## config.mk

```make
export PLATFORM = sky130hd
export DESIGN_NAME = branch_resolve_queue
export DESIGN_NICKNAME = d
export VERILOG_FILES = /design/src/rtl/branch_resolve_queue_pkg.sv /design/src/rtl/branch_resolve_queue.sv
export SDC_FILE = /design/constraint.sdc
export NUM_CORES = 1
export LEC_CHECK = 0
export ABC_AREA = 0
export BUFFER_PORTS_ARGS = -buffer_cell sky130_fd_sc_hd__buf_2
export CORE_ASPECT_RATIO = 0.9
export CORE_UTILIZATION = 55
export DETAILED_ROUTE_END_ITERATION = 7
export PLACE_DENSITY = 0.79
export SYNTH_ARGS = -nofsm -noshare
export SYNTH_HDL_FRONTEND = slang
export SYNTH_SLANG_ARGS = --single-unit
```

## constraint.sdc

```tcl
create_clock -name clk -period 11.07 [get_ports clk]
set_input_delay 1.107 -clock clk [delete_from_list [all_inputs] [get_ports clk]]
set_output_delay 1.107 -clock clk [all_outputs]
set_load 0.02 [all_outputs]
```

## src/rtl/branch_resolve_queue_pkg.sv

```systemverilog
// Shared widths and the in-flight branch entry layout for the branch resolve queue.
package branch_resolve_queue_pkg;

  localparam int unsigned BrqN     = 7;
  localparam int unsigned BrqDepth = 8;

  typedef struct packed {
    logic [BrqN-1:0] pc;
    logic            taken;
    logic [BrqN-1:0] history;
  } brq_entry_t;

endpackage

```

## src/rtl/branch_resolve_queue.sv

```systemverilog
// In-order queue of predicted branches; resolves pop the head, emit a registered
// training pulse, and a mispredicting resolve flushes every younger entry.
module branch_resolve_queue
  import branch_resolve_queue_pkg::*;
#(
  parameter int unsigned N     = BrqN,
  parameter int unsigned DEPTH = BrqDepth,
  localparam int unsigned CW   = $clog2(DEPTH + 1),
  localparam int unsigned PW   = $clog2(DEPTH)
) (
  input  logic          clk,
  input  logic          areset_n,
  input  logic          pred_valid,
  input  logic [N-1:0]  pred_pc,
  input  logic          pred_taken,
  input  logic [N-1:0]  pred_history,
  output logic          pred_ready,
  input  logic          res_valid,
  input  logic          res_taken,
  output logic          res_ready,
  output logic          train_valid,
  output logic          train_taken,
  output logic          train_mispredicted,
  output logic [N-1:0]  train_history,
  output logic [N-1:0]  train_pc,
  output logic [CW-1:0] count,
  output logic          err_overflow,
  output logic          err_underflow
);

  localparam logic [CW-1:0] CountFull = CW'(DEPTH);

  brq_entry_t          mem_q [DEPTH];
  logic [PW-1:0]       head_q, head_d;
  logic [PW-1:0]       tail_q, tail_d;
  logic [CW-1:0]       count_q, count_d;
  logic                train_valid_q, train_taken_q, train_mis_q;
  logic [N-1:0]        train_history_q, train_pc_q;
  logic                err_ovf_q, err_udf_q;

  logic       cap, res, mispred, flush;
  brq_entry_t head_entry, new_entry;

  assign pred_ready = (count_q != CountFull);
  assign res_ready  = (count_q != '0);

  assign cap        = pred_valid && pred_ready;
  assign res        = res_valid && res_ready;
  assign head_entry = mem_q[head_q];
  assign mispred    = head_entry.taken ^ res_taken;
  assign flush      = res && mispred;

  always_comb begin
    new_entry         = '0;
    new_entry.pc      = pred_pc;
    new_entry.taken   = pred_taken;
    new_entry.history = pred_history;
  end

  always_comb begin
    head_d  = head_q;
    tail_d  = tail_q;
    count_d = count_q;
    if (flush) begin
      // A same-cycle capture is younger than the mispredicted branch, so it dies too.
      head_d  = '0;
      tail_d  = '0;
      count_d = '0;
    end else begin
      if (cap) tail_d = tail_q + PW'(1);
      if (res) head_d = head_q + PW'(1);
      count_d = count_q + CW'(cap) - CW'(res);
    end
  end

  always_ff @(posedge clk or negedge areset_n) begin
    if (!areset_n) begin
      head_q          <= '0;
      tail_q          <= '0;
      count_q         <= '0;
      train_valid_q   <= 1'b0;
      train_taken_q   <= 1'b0;
      train_mis_q     <= 1'b0;
      train_history_q <= '0;
      train_pc_q      <= '0;
      err_ovf_q       <= 1'b0;
      err_udf_q       <= 1'b0;
    end else begin
      head_q        <= head_d;
      tail_q        <= tail_d;
      count_q       <= count_d;
      train_valid_q <= res;
      if (res) begin
        train_taken_q   <= res_taken;
        train_mis_q     <= mispred;
        train_history_q <= head_entry.history;
        train_pc_q      <= head_entry.pc;
      end
      if (pred_valid && !pred_ready) err_ovf_q <= 1'b1;
      if (res_valid && !res_ready)   err_udf_q <= 1'b1;
    end
  end

  always_ff @(posedge clk) begin
    if (cap && !flush) mem_q[tail_q] <= new_entry;
  end

  assign train_valid        = train_valid_q;
  assign train_taken        = train_taken_q;
  assign train_mispredicted = train_mis_q;
  assign train_history      = train_history_q;
  assign train_pc           = train_pc_q;
  assign count              = count_q;
  assign err_overflow       = err_ovf_q;
  assign err_underflow      = err_udf_q;

endmodule

```

# Word level (Yosys, flattened, before mapping)
# Memory sizes are Yosys's and may differ from the RTL's.
# Cells that the tools add are included.
[op_classes]
mul = 0
n_lt_le_gt_ge = 0
shifts = 0
n_bitwise = 1
addsub = 4
eq_ne = 1
div = 0
n_mux = 7
n_reduce_logical = 12
[op_table]
columns = ["cell", "count"]
rows = [
  ["3-bit two-way mux", 4],
  ["3-bit by 1-bit adder with 3-bit output (second input constant)", 2],
  ["1-bit logical AND", 6],
  ["4-bit by 1-bit adder with 4-bit output", 1],
  ["4-bit two-way mux", 1],
  ["4-bit inequality test (second input constant)", 1],
  ["2-bit nonzero test", 2],
  ["4-bit nonzero test", 1],
  ["4-bit by 1-bit subtractor with 4-bit output", 1],
  ["1-bit zero test", 3],
  ["1-bit two-way mux", 2],
  ["1-bit bitwise XOR", 1],
]
[word_totals]
reg_bits = 29
input_bits = 20
latch_bits = 0
out_inout_bits = 25
ram_bits = 120
word_cells = 36
romBits = 0
memories = 1
[mem_list]
columns = ["memory", "words", "width", "read_ports", "rd_clocked_by_memory_dff", "wr", "line_no", "rtl"]
rows = [
  ["mem_q", 8, 15, 1, 0, 1, "branch_resolve_queue.sv:33", "brq_entry_t mem_q [DEPTH];"],
]

# Depth between registers and ports, before layout
[depth]
word_depth = 7
ltp_mapped = 13
mapped_depth_nobuf = 12

# Worst setup path before layout
# No wires, ideal clock.
[synth_timing]
path_kind = "register to register"
from = "reg count_q[2], in the netlist count[2]"
to = "mem mem_q[0][0] in the netlist's numbering (enable)"
path_stages_with_launch = 8
synth_period_minus_slack_ps = 3643
setup_time_ps = 431
n_path_buf = 1
required_time_ps = 10639
arrival_time_ps = 3212
setup_slack_ps = 7427
cell_sequence = "dfrtp_1 > inv_1 > ha_1 > or3b_1 > clkbuf_1 > nand3_1 > mux2i_4 > nor4b_1"
[synth_via]
elab_chain_cells = 7
word_cells_on_any_way = 9
classes_between = "eq/ne (1); mux (2); reduce/logical (6)"
[synth_rtl]
columns = ["element", "line_no", "rtl"]
rows = [
  ["from (decl)", "branch_resolve_queue.sv:36", "logic [CW-1:0] count_q, count_d;"],
  ["from (signal assigned)", "branch_resolve_queue.sv:91", "count_q <= count_d;"],
  ["4-bit nonzero test", "branch_resolve_queue.sv:45", "assign res_ready = (count_q != '0);"],
  ["named net res_ready", "branch_resolve_queue.sv:20", "output logic res_ready,"],
  ["1-bit logical AND", "branch_resolve_queue.sv:48", "assign res = res_valid && res_ready;"],
  ["1-bit logical AND", "branch_resolve_queue.sv:51", "assign flush = res && mispred;"],
  ["1-bit zero test", "branch_resolve_queue.sv:105", "if (cap && !flush) mem_q[tail_q] <= new_entry;"],
  ["1-bit logical AND", "branch_resolve_queue.sv:105", ""],
  ["1-bit two-way mux", "branch_resolve_queue.sv:105", ""],
  ["1-bit two-way mux (not written as such)", "branch_resolve_queue.sv:105", ""],
  ["to (decl)", "branch_resolve_queue.sv:33", ""],
]
# The timed path passes the listed nets, and every way through them passes these cells.

# Worst setup path in the final report
[layout_timing]
from = "reg count_q[2], in the netlist count[2]"
to = "reg count_q[2], in the netlist count[2]"
[layout_via]
word_cells_on_any_way = 8
classes_between = "add/sub (2); eq/ne (1); mux (1); reduce/logical (4)"
[layout_lines]
columns = ["element", "line_no", "rtl"]
rows = [
  ["4-bit nonzero test *", "branch_resolve_queue.sv:45", ""],
  ["1-bit logical AND *", "branch_resolve_queue.sv:48", ""],
  ["named net res", "branch_resolve_queue.sv:41", "logic cap, res, mispred, flush;"],
  ["4-bit by 1-bit subtractor with 4-bit output or 1-bit logical AND (tied branches)", "branch_resolve_queue.sv:72, branch_resolve_queue.sv:51", ""],
  ["4-bit two-way mux *", "branch_resolve_queue.sv:64", "if (flush) begin"],
  ["named net count_d[2]", "branch_resolve_queue.sv:36", ""],
]
# Mark *: on every way through the listed nets, which the timed path passes. The rest lies on a longest branch.
# A chain may end at the register's enable or synchronous reset.

==> results.json <==
{
  "setup-violations-final": 0,
  "drv_slew": 0,
  "rows": 35,
  "coreArea_um2": 10290,
  "avgRoutedWirePerCell_um": 20.54,
  "p_switching_w": 0.0005747,
  "num_vias": 2917,
  "first_iter_violations": 169,
  "slew_headroom": 0.2516,
  "yosysTopAreaCellShare": 0.6180,
  "grtUsageMet3": 0.05119,
  "vias_per_cell": 5.753,
  "post_cts_buffers": 0,
  "layout_commonest_cell": "edfxtp_1",
  "hold_ws_ps": 462.4,
  "syn-num-nets": 336,
  "avgSynthCellArea_um2": 18.99,
  "antenna_found_initial": 0,
  "synth_area_um2": 5831,
  "min-delay-path-class": "flip-flop to flip-flop",
  "worst_slack_ps": 7633,
  "cp_data_arrival_time_ps": 3700,
  "yosysSeqAreaShare": 0.7425,
  "routabilityCongestion": 0.7075,
  "fin_crit_sh": 0.3105,
  "setup_tns_ps": 0,
  "diodes": 0,
  "nets": 394,
  "cts.sinks": 149,
  "grt_pass1_wl_mm": 16.53,
  "ys_seq_elements": 149,
  "worstHoldStart": "err_overflow",
  "power.density_nw_per_um2": 268.4,
  "worstSkewPairLatency_ps": 410,
  "synthCells": 307,
  "ctsResizeCount": 0,
  "cts_max_path_buffers": 2,
  "ys_warn_count": 0,
  "cts_hold_repair.buffers": 0,
  "synth_cell_types": 30,
  "cts_buffers": 17,
  "critPathRequiredTime_ps": 11340,
  "grt_util_met1": 0.2768,
  "yosys.area.top_type": "edfxtp_1",
  "layout_common_cells": "edfxtp_1 (120), buf_2 (44), mux4_2 (29)",
  "wl_mm": 10.42,
  "io_buffers": 44,
  "grt_util_all_layers": 0.2100,
  "vdd_ir_drop_max_mv": 0.2739,
  "pwr-share-clk": 0.311,
  "crit_type": "flip-flop to flip-flop",
  "pre_cts_ws_ps": 7505,
  "first_pass_iters": 4,
  "dieArea_um2": 11020,
  "hold_violations": 0,
  "period_needed_ps": 3437,
  "htree_levels": 4,
  "drive_gt1_frac": 0.3492,
  "busiest_layer": "met2",
  "worst-path-max-fanout": 33,
  "leakage_nw": 2.443,
  "die_width_um": 110.5,
  "status": "finished, final reports clean",
  "synth_area_leaders": "edfxtp_1 (62%), dfrtp_1 (12%), mux4_2 (11%)",
  "gr-usage-met2": 0.3488,
  "ios": 45,
  "ant_nets": 0,
  "dp_hpwl_mm": 6.026,
  "drc": 0,
  "grt_overflow": 0,
  "cts_root_buf": "clkbuf_16",
  "cap_violations": 0,
  "die_height_um": 99.68,
  "rsz0062_at_grt": "no",
  "cts_tree": "done",
  "reg2reg_from": "count[2]",
  "crit_start": "count[2]",
  "endpoint_kind": "flip-flop",
  "grt_max_degree": 34,
  "start_util": 0.5666,
  "fin_skew_ps": 7.960,
  "syn2layout_area_growth_pct": 17.58,
  "seqPwrFrac": 0.429,
  "switching_share": 0.3124,
  "startpoint_type": "flip-flop",
  "fmax_mhz": 290.9,
  "grt_pass1_vias": 3022,
  "clkTransAtPathRegs_ps": 60,
  "pwr-share-comb": 0.260,
  "intPower_w": 0.001265,
  "tightest_slew_ps": 1123
}
layout make-up:
type,count,area (um^2)
Fill cell,659,3436
Multi-Input combinational cell,136,1449
Clock inverter,15,167.7
Clock buffer,17,425.4
Sequential cell,149,4330
Inverter,7,26.28
Tap cell,129,161.4
Timing Repair Buffer,54,295.3
power groups by stage:
stage | logic, W | registers, W | clock network, W
after floorplan | 0.000326 | 0.000807 | 0
after global placement | 0.000469 | 0.000794 | 0
after detailed placement | 0.000482 | 0.000801 | 0
after CTS | 0.000488 | 0.000791 | 0.000582
after global routing | 0.000523 | 0.000803 | 0.000605
final | 0.000479 | 0.000789 | 0.000571
layer usage:
layer	part of all wire	vias to the layer above	wire length, um
met3	0.059	8	615
met2	0.51	88	5265
met1	0.43	1503	4435
met5	0	-	0
met4	0.0095	0	99
li1	-	1318	-
logic make-up (layout without fill, tap and decap cells):
family | after synthesis | count (layout) | synth area share
fa+ha+maj | 9 | 9 | 0.02060
compound gates | 22 | 22 | 0.02103
mux | 48 | 48 | 0.1476
flops | 149 | 149 | 0.7425
simple gates | 51 | 51 | 0.04185
buf+inv | 22 | 93 | 0.01738
xor+xnor | 6 | 6 | 0.009015
state kept, by name, indices dropped and copies added (netlist names), 3 cells and up:
signal	flops
mem_q	120
train_history	7
count	4
train_pc	7
tail_q	3
head_q	3
worst paths after layout:
check                                to  slack [ps]  cells after the start
max                            count[2]        7630                     11
min                        err_overflow         460                      1
max reg2reg                    count[2]        7630                     11
min reg2reg                err_overflow         460                      1
max in group asynchronous     head_q[0]        9820                      1
min in group asynchronous      count[0]         750                      1
worst max-delay path, stage by stage (launching register included):
cell and delay, ps:
dfrtp_1 380, inv_1 100, ha_1 170, or3b_1 450, nand2_1 780, inv_1 220
ha_1 340, inv_1 40, ha_1 200, fa_1 380, xnor2_1 170, nor2_1 60
synthesized netlist by cell type (all sizes together):
master / number
nand2b: 3
clkbuf: 8
xor2: 3
nor4b: 1
nor2b: 2
edfxtp: 120
nor3: 1
mux2: 4
xnor2: 3
nor4: 6
fa: 1
dfrtp: 29
nand3b: 1
o21ai: 16
nor2: 7
mux2i: 15
or3b: 2
mux4: 29
nand3: 4
nand2: 24
inv: 7
buf: 7
a31o: 2
ha: 8
a21oi: 2
a21o: 2
through the flow:
| step | instance area, um^2 | util | power (W) | std cells |
|---|---|---|---|---|
| CTS | 6855 | 0.6661 | 0.001861 | 507 |
| floorplan | 5831 | - | 0.001133 | 307 |
| global placement | 6262 | 0.6085 | 0.001263 | 475 |
| global route | 6855 | 0.6661 | 0.001930 | 507 |
| finish | 6855 | 0.6661 | 0.001840 | 507 |
| detailed placement | 6262 | 0.6085 | 0.001284 | 475 |
Note: power is estimated with default switching activity, not from simulation.
